`src/rtl/dmux_stream.sv`:
```
// Registered 1:WAYS stream demultiplexer behind a 2-entry FIFO, valid/ready on both sides.
// Optional per-channel delivered-word counters are enabled by defining DMUX_STREAM_COUNT_EN.
module dmux_stream_lane #(
  parameter int WIDTH = 16,
  parameter int SEL_W = 2,
  parameter int IDX   = 0
) (
  input  logic             head_vld,
  input  logic [SEL_W-1:0] head_sel,
  input  logic [WIDTH-1:0] head_data,
  output logic             valid,
  output logic [WIDTH-1:0] data
);
  assign valid = head_vld && (head_sel == SEL_W'(IDX));
  assign data  = valid ? head_data : '0;
endmodule

module dmux_stream #(
  parameter int WIDTH = 16,
  parameter int WAYS  = 4,
  parameter int SEL_W = 2,
  parameter int CNT_W = 16
) (
  input  logic                  clk,
  input  logic                  rst_n,
  input  logic                  in_valid,
  output logic                  in_ready,
  input  logic [WIDTH-1:0]      in_data,
  input  logic [SEL_W-1:0]      in_sel,
  output logic [WAYS-1:0]       out_valid,
  input  logic [WAYS-1:0]       out_ready,
  output logic [WAYS*WIDTH-1:0] out_data,
  output logic                  drop
`ifdef DMUX_STREAM_COUNT_EN
  ,
  input  logic                  count_clr,
  output logic [WAYS*CNT_W-1:0] count
`endif
);
  if (WAYS < 2 || (1 << SEL_W) < WAYS || CNT_W < 1) begin : g_bad_cfg
    $error("dmux_stream: illegal WAYS/SEL_W/CNT_W combination");
  end

  typedef struct packed {
    logic [SEL_W-1:0] sel;
    logic [WIDTH-1:0] data;
  } entry_t;

  entry_t     mem_q [2];
  logic [1:0] occ_q;
  logic       wp_q, rp_q, drop_q;

  entry_t                      head;
  logic                        head_vld, sel_ok, accept, push, pop;
  logic [WAYS-1:0]             lane_vld;
  logic [WAYS-1:0][WIDTH-1:0]  lane_data;

  // Extra top bit keeps the compare correct when WAYS == 2**SEL_W.
  assign sel_ok   = {1'b0, in_sel} < (SEL_W+1)'(WAYS);
  assign in_ready = (occ_q != 2'd2);
  assign accept   = in_valid & in_ready;
  assign push     = accept & sel_ok;
  assign head     = mem_q[rp_q];
  assign head_vld = (occ_q != 2'd0);
  assign pop      = |(lane_vld & out_ready);

  always_ff @(posedge clk or negedge rst_n) begin
    if (!rst_n) begin
      mem_q[0] <= '0;
      mem_q[1] <= '0;
      occ_q    <= '0;
      wp_q     <= 1'b0;
      rp_q     <= 1'b0;
      drop_q   <= 1'b0;
    end else begin
      if (push) begin
        mem_q[wp_q] <= '{sel: in_sel, data: in_data};
        wp_q        <= ~wp_q;
      end
      if (pop) rp_q <= ~rp_q;
      occ_q  <= occ_q + 2'(push) - 2'(pop);
      drop_q <= accept & ~sel_ok;
    end
  end

  for (genvar k = 0; k < WAYS; k++) begin : g_lane
    dmux_stream_lane #(.WIDTH(WIDTH), .SEL_W(SEL_W), .IDX(k)) u_lane (
      .head_vld  (head_vld),
      .head_sel  (head.sel),
      .head_data (head.data),
      .valid     (lane_vld[k]),
      .data      (lane_data[k])
    );
  end

  assign out_valid = lane_vld;
  assign out_data  = lane_data;
  assign drop      = drop_q;

`ifdef DMUX_STREAM_COUNT_EN
  logic [WAYS-1:0][CNT_W-1:0] cnt_q;

  // Clear has priority over a coinciding pop; counters stick at all-ones.
  for (genvar k = 0; k < WAYS; k++) begin : g_cnt
    always_ff @(posedge clk or negedge rst_n) begin
      if (!rst_n)                                            cnt_q[k] <= '0;
      else if (count_clr)                                    cnt_q[k] <= '0;
      else if (lane_vld[k] && out_ready[k] && cnt_q[k] != '1) cnt_q[k] <= cnt_q[k] + 1'b1;
    end
  end

  assign count = cnt_q;
`endif
endmodule

```
`config.mk`:
```
export PLATFORM = sky130hd
export DESIGN_NAME = dmux_stream
export DESIGN_NICKNAME = d
export VERILOG_FILES = /design/src/rtl/dmux_stream.sv
export SDC_FILE = /design/constraint.sdc
export NUM_CORES = 1
export LEC_CHECK = 0
export CORE_MARGIN = 5
export CORE_UTILIZATION = 35
export CTS_BUF_LIST = sky130_fd_sc_hd__clkbuf_16
export DETAILED_ROUTE_END_ITERATION = 16
export HOLD_SLACK_MARGIN = 0.03
export PLACE_DENSITY = 0.72
export SLEW_MARGIN = 10
export SYNTH_ARGS = -nofsm -noshare
export SYNTH_HDL_FRONTEND = slang
export SYNTH_SLANG_ARGS = --single-unit
```
`constraint.sdc`:
```
create_clock -name clk -period 5.36 [get_ports clk]
set_clock_uncertainty 0.15 [all_clocks]
set_input_delay 0.536 -clock clk [delete_from_list [all_inputs] [get_ports clk]]
set_output_delay 0.536 -clock clk [all_outputs]
set_load 0.005 [all_outputs]
```
==> out/summary.md <==
## Status
* result of the run: finished, final reports clean

## Worst setup path
* data required time at the worst endpoint: 4.67 ns
* setup slack of the most critical reg-to-reg path: 2.51 ns
* Worst Setup Start Kind: flip-flop
* arrival time worst endpoint: 3.13 ns
* Worst Path Class, Setup: flip-flop to output port
* cells traversed along the worst timing path: mux2i_2, inv_1, or2_1, nor2_1, clkdlybuf4s50_1
* master of the slowest instance on the critical path: sky130_fd_sc_hd__dfrtp_1
* buffers and inverters on the worst path: 2
* Worst path max stage delay: 1.03 ns
* highest fanout seen on the critical path: 19
* nature of the critical path endpoint: output port
* cell family with the largest share of critical-path delay: flip-flops

## Timing
* fmax: 0.262 GHz
* Max-slew headroom: 30.2%
* Final TNS setup: 0 ns
* final hold vios: 0
* time the worst path needs with I/O delays and setup: 3.82 ns
* Tcrit/Tclk final: 71.3%
* Finish-stage setup viols: 0
* number of pins with negative max-slew slack in the final report: 0
* transition time at the pin with the least slew margin: 1.05 ns
* setup repair after global routing missed its margin: no

## Logic synthesis
* cell type contributing the most total cell area after synthesis: sky130_fd_sc_hd__dfrtp_1
* top cells by area in the synthesized netlist: sky130_fd_sc_hd__dfrtp_1 46%, sky130_fd_sc_hd__mux2_2 18%, sky130_fd_sc_hd__nor2_1 9.6%
* Warnings, synthesis: 0
* number of different library cells in the post-synthesis netlist: 25
* cell with the most instances after synthesis: sky130_fd_sc_hd__nor2_1
* share of synthesized area occupied by flip-flops and latches: 46.4%
* syn nets: 228
* most common library cells after synthesis: 55 x sky130_fd_sc_hd__nor2_1, 40 x sky130_fd_sc_hd__dfrtp_1, 34 x sky130_fd_sc_hd__mux2_2, 18 x sky130_fd_sc_hd__mux2i_1, 9 x sky130_fd_sc_hd__nor2_2
* number of enable flip-flop cells after synthesis: 0
* cells after synthesis: 201
* share of the synthesized area in the top cell type: 46.4%
* main flop type after synthesis: sky130_fd_sc_hd__dfrtp_1
* syn_area_per_cell: 10.7 um2
* synthesized cell area: 2160 um2
* share of synthesized registers carrying an async set or reset: 100%
* Seq cells post-synth: 40

## Clocking
* Clock H-tree levels: 2
* Setup Fix Bufs, Post-CTS: 0
* clock latency on the worst-skew pair: 0.27 ns
* Root Buffer: sky130_fd_sc_hd__clkbuf_16
* Worst-path clk slew: 0.06 ns
* number of sinks on the clock net: 40
* cts-stage hold buffer count: 0
* number of gates resized after CTS: 0
* number of buffers on the longest clock path: 2
* clock tree from TritonCTS: built
* number of buffers created by CTS: 5

## Power
* leakage power figure: 1.36 nW
* net switching fraction of the power: 36.7%
* P_int: 1.40 mW
* proportion of power drawn by flip-flops and latches: 26.2%
* net switching power: 0.809 mW
* clock network fraction of total power: 12.4%
* Logic pwr share: 61.4%
* maximum vdd drop: 0.323 mV
* total power divided by cell area: 691 nW/um2

## Place
* Detailed Place HPWL: 4140 um
* placement-stage cell area: 3050 um2
* Port Buffer Count: 93
* routability-driven placement congestion ratio: 0.716

## Cells and area
* Design Area, Final: 3190 um2
* fraction of layout cells with a size suffix above 1: 18.6%
* area added between synthesis and finish: 47.9%
* nets@finish: 311
* ant diodes: 0
* fillcell total: 572

## GRT
* largest net degree at the start of global routing: 41
* first-pass GRT wire length: 9250 um
* initial antenna violation count: 0
* Global Route Usage Sum: 15.2%
* via count of the first global-routing pass: 1806
* total congestion overflow after global routing: 0

## Drt
* via/cell ratio: 4.70
* routed len/inst: 15.6 um
* post-route DRC violation count: 0
* length of the first detailed-routing pass in iterations: 4
* Starting DRT DRC Count: 60
* antenna-violating nets left: 0
* vias after detailed routing: 1693
* Routed Wire Length: 5600 um

## Die
* floorplan row count: 28
* total die area: 7830 um2
* horizontal die dimension: 88.5 um
* area inside the core boundary: 5960 um2
* starting utilization of the core area: 36.2%
* number of top-level design ports: 95
* floorplan die height: 88.5 um

## Hold path
* worst hold path class: input port to async pin

## Flow run
* max-cap viol count: 0

metrics by stage:
stage	cells	utilization (%)	hold WS [ns]	total power, mW	setup WS, ns
final	360	53.6	0.217	2.20	1.54
after global routing	360	53.6	0.319	2.39	1.30
after CTS	360	53.6	0.274	2.25	1.49
after detailed placement	352	51.3	0.328	1.97	1.80
after global placement	352	51.3	0.319	1.93	1.83
after floorplan	201	-	0.0904	1.34	3.11
power groups by stage:
stage                     clock (mW)  combinational (mW)  sequential [mW]
after CTS                      0.278                1.39            0.580
after detailed placement           0                1.38            0.585
final                          0.273                1.35            0.578
after global placement             0                1.35            0.579
after global routing           0.294                1.49            0.603
after floorplan                    0               0.816            0.527
cell type report:
cell class | count | area (um2) | share of cell area [%]
clock buffers | 5 | 125 | 3.92
flip-flops and latches | 40 | 1000 | 31.4
clock inverters | 3 | 11.3 | 0.353
multi-input cells | 138 | 1010 | 31.7
inverters | 6 | 22.5 | 0.706
well taps | 75 | 93.8 | 2.94
repair buffers | 93 | 926 | 29.0
kinds of logic (layout without fill, tap and decap cells):
kind of cell | Yosys count | in the layout | share of synthesized area (%)
AOI/OAI and AO/OA | 3 | 3 | 0.870
and+or+nand+nor | 72 | 72 | 14.6
muxes | 56 | 56 | 28.5
xor gates and xnor gates | 4 | 4 | 1.62
adders and majority gates | 2 | 2 | 1.16
DFF | 40 | 40 | 46.4
other | 1 | 1 | 0.174
buffers and inverters | 23 | 107 | 6.73
worst paths after layout:
check / cells past startpoint / endpoint / startpoint
worst max-delay path: 5 / out_data[14] / rp_q$_DFFE_PN0N_
worst min-delay path: 1 / occ_q[1]$_DFF_PN0_ / rst_n
worst max register to register: 8 / occ_q[1]$_DFF_PN0_ / rp_q$_DFFE_PN0N_
worst min register to register: 1 / mem_q[24]$_DFFE_PN0P_ / mem_q[24]$_DFFE_PN0P_
max in group asynchronous: 1 / mem_q[2]$_DFFE_PN0P_ / rst_n
min in group clk: 1 / mem_q[24]$_DFFE_PN0P_ / mem_q[24]$_DFFE_PN0P_
registers in the layout (all words and copies together), names as in the netlist:
name and flops:
rp_q 1, mem_q 36, occ_q 2, wp_q 1
cells in the final DEF, fill, tap and decap left out:
cell type	n
sky130_fd_sc_hd__buf_2	1
sky130_fd_sc_hd__clkbuf_16	5
sky130_fd_sc_hd__clkdlybuf4s50_1	92
sky130_fd_sc_hd__clkinv_1	1
sky130_fd_sc_hd__conb_1	1
sky130_fd_sc_hd__dfrtp_1	40
sky130_fd_sc_hd__ha_1	2
sky130_fd_sc_hd__inv_1	7
sky130_fd_sc_hd__inv_2	1
sky130_fd_sc_hd__mux2_1	2
sky130_fd_sc_hd__mux2_2	34
sky130_fd_sc_hd__mux2_4	1
sky130_fd_sc_hd__mux2i_1	18
sky130_fd_sc_hd__mux2i_2	1
sky130_fd_sc_hd__nand2_1	1
sky130_fd_sc_hd__nand2b_1	3
sky130_fd_sc_hd__nand3_1	1
sky130_fd_sc_hd__nor2_1	55
sky130_fd_sc_hd__nor2_2	9
sky130_fd_sc_hd__nor2_4	1
sky130_fd_sc_hd__o21ai_0	1
sky130_fd_sc_hd__o21bai_1	1
sky130_fd_sc_hd__o22ai_1	1
sky130_fd_sc_hd__or2_1	2
sky130_fd_sc_hd__xnor2_1	3
sky130_fd_sc_hd__xor2_1	1
layer usage:
| metal | wire (um) | track usage (%) | part of all wire (%) |
|---|---|---|---|
| met4 | 25 | 2.88 | 0.45 |
| met1 | 2400 | 19.7 | 43 |
| met5 | 0 | 0 | 0 |
| met2 | 2810 | 25.6 | 50 |
| met3 | 370 | 4.38 | 6.6 |
Note: power is estimated with default switching activity, not from simulation.
==> variant (config.mk and constraints unchanged) <==
`WIDTH` is set to 16 in 2 places; all go to 32.
--- a/src/rtl/dmux_stream.sv
+++ b/src/rtl/dmux_stream.sv
@@ -2,5 +2,5 @@
 // Optional per-channel delivered-word counters are enabled by defining DMUX_STREAM_COUNT_EN.
 module dmux_stream_lane #(
-  parameter int WIDTH = 16,
+  parameter int WIDTH = 32,
   parameter int SEL_W = 2,
   parameter int IDX   = 0
@@ -17,5 +17,5 @@
 
 module dmux_stream #(
-  parameter int WIDTH = 16,
+  parameter int WIDTH = 32,
   parameter int WAYS  = 4,
   parameter int SEL_W = 2,
Ports: changed (resized in_data and out_data); port bits go from 95 to 175. The function was not compared with the original's and may differ.
==> variant against the original RTL <==
Global-route usage up 1.2 points; critical path depth rose by 1; first-iteration DRC count grew 92%; combinational power increased by 90%; sequential cell count increased by 32; die area rose by 68%; setup slack better by 0.072 ns; routed wire length rose by 94%; design area is 83% higher; total power rose by 86%; via count grew 85%; area after synthesis rose by 77%; critical path type unchanged; critical endpoint is now out_data[46]; largest cell class unchanged.
==> variant: results (changes against the original RTL) <==
----------------------------------------------------
[Run status]
  Outcome ... finished, final reports clean

[Final layout]
  Registers with the highest flip-flop counts ... mem_q (68), occ_q (2)
  Post-layout nets ... 559 (+80%)
  Layout cells sized above 1 ... 0.232 (+0.0463)

[Global routing]
  Met1 usage in global routing ... 0.189 (-0.00863)
  Vias in the first global route ... 3384 (+87%)
  Met2 Track Usage GR ... 0.295 (+0.0389)
  First-pass GRT wire length ... 17100 um (+84%)

[Synthesis]
  Top post-synthesis cells by count ... 99 x nor2_1, 72 x dfrtp_1, 65 x mux2_2
  Share of the yosys chip area belonging to registers ... 0.471 (+0.00670)
  Mapped Nets ... 402 (+76%)
  Largest cells by area after synthesis ... dfrtp_1 47%, mux2_2 19%, nor2_1 9.7%
  Number of standard cells after synthesis ... 359 (+79%)

[Drt]
  Detail Route met3 WL ... 731 um (+98%)
  Routed met1 length ... 4460 um (+85%)
  Detail-routed via count per cell ... 4.74 (+0.79%)
  DR iter-0 viols ... 115 (+92%)
  Detailed-routing iteration count for the pre-antenna-repair pass ... 3 (-1)
  Wire length on met2 ... 5510 um (+96%)
  Total via count in the routed design ... 3133 (+85%)

[Placement]
  Placement-stage cell area ... 0.00559 mm2 (+83%)
  Input/output buffers ... 173 (+86%)
  Placed instance count ... 645 (+83%)
  Dpl hpwl ... 7790 um (+88%)
  Worst setup slack after placement ... 1.92 ns (+0.117 ns)

[STA]
  Slew margin rel. ... 0.281 (-0.0207)
  Hold slack ... 0.184 ns (-0.0328 ns)

[Worst setup path]
  Slowest stage delay, CP ... 0.68 ns (-0.35 ns)
  Critical Path Slowest Stage Cell ... dfrtp_2
  Cell type group with the largest total delay on the critical path ... buffers and inverters
  Worst endpoint data arrival time ... 3.06 ns (-0.07 ns)
  Largest driver fanout on the critical path ... 18 (-1)
  Minimum setup slack among reg-to-reg paths ... 2.90 ns (+0.39 ns)

[Power]
  Sequential fraction of design power ... 0.244 (-0.018)
  Power in combinational cells ... 0.00257 W (+90%)
  Part of the power in combinational logic ... 0.627 (+0.013)

[Clock tree]
  Total CTS buffers ... 9 (+4)
  Latest clock arrival within the worst-skew pair ... 0.33 ns (+0.06 ns)

----------------------------------------------------
variant: cell count changes after synthesis, moves of 5 or more:
cell	unedited run	this run
nor2_1	55	99
dfrtp_1	40	72
mux2_2	34	65
mux2i_1	18	34
buf_2	8	17
nor2_2	9	30
clkbuf_1	0	5
variant: final cells by class:
class / instances / area [um2]
clock buffer: 9 / 225
clock inverter: 7 / 38.8
fill: 987 / 4940
inverter: 6 / 22.5
multi-input combinational: 250 / 1830
sequential: 72 / 1800
tap: 140 / 175
timing repair buffer: 177 / 1760
variant: cells by family (layout without fill, tap and decap cells):
family	count (synthesis)	count (layout)	share of synthesized area
xor gates and xnor gates	4	4	0.00915
muxes	104	104	0.296
other	1	1	0.000980
buffers and inverters	37	199	0.0546
adders and majority gates	2	2	0.00654
and+or+nand+nor	136	136	0.157
DFF	72	72	0.471
AOI/OAI and AO/OA	3	3	0.00490
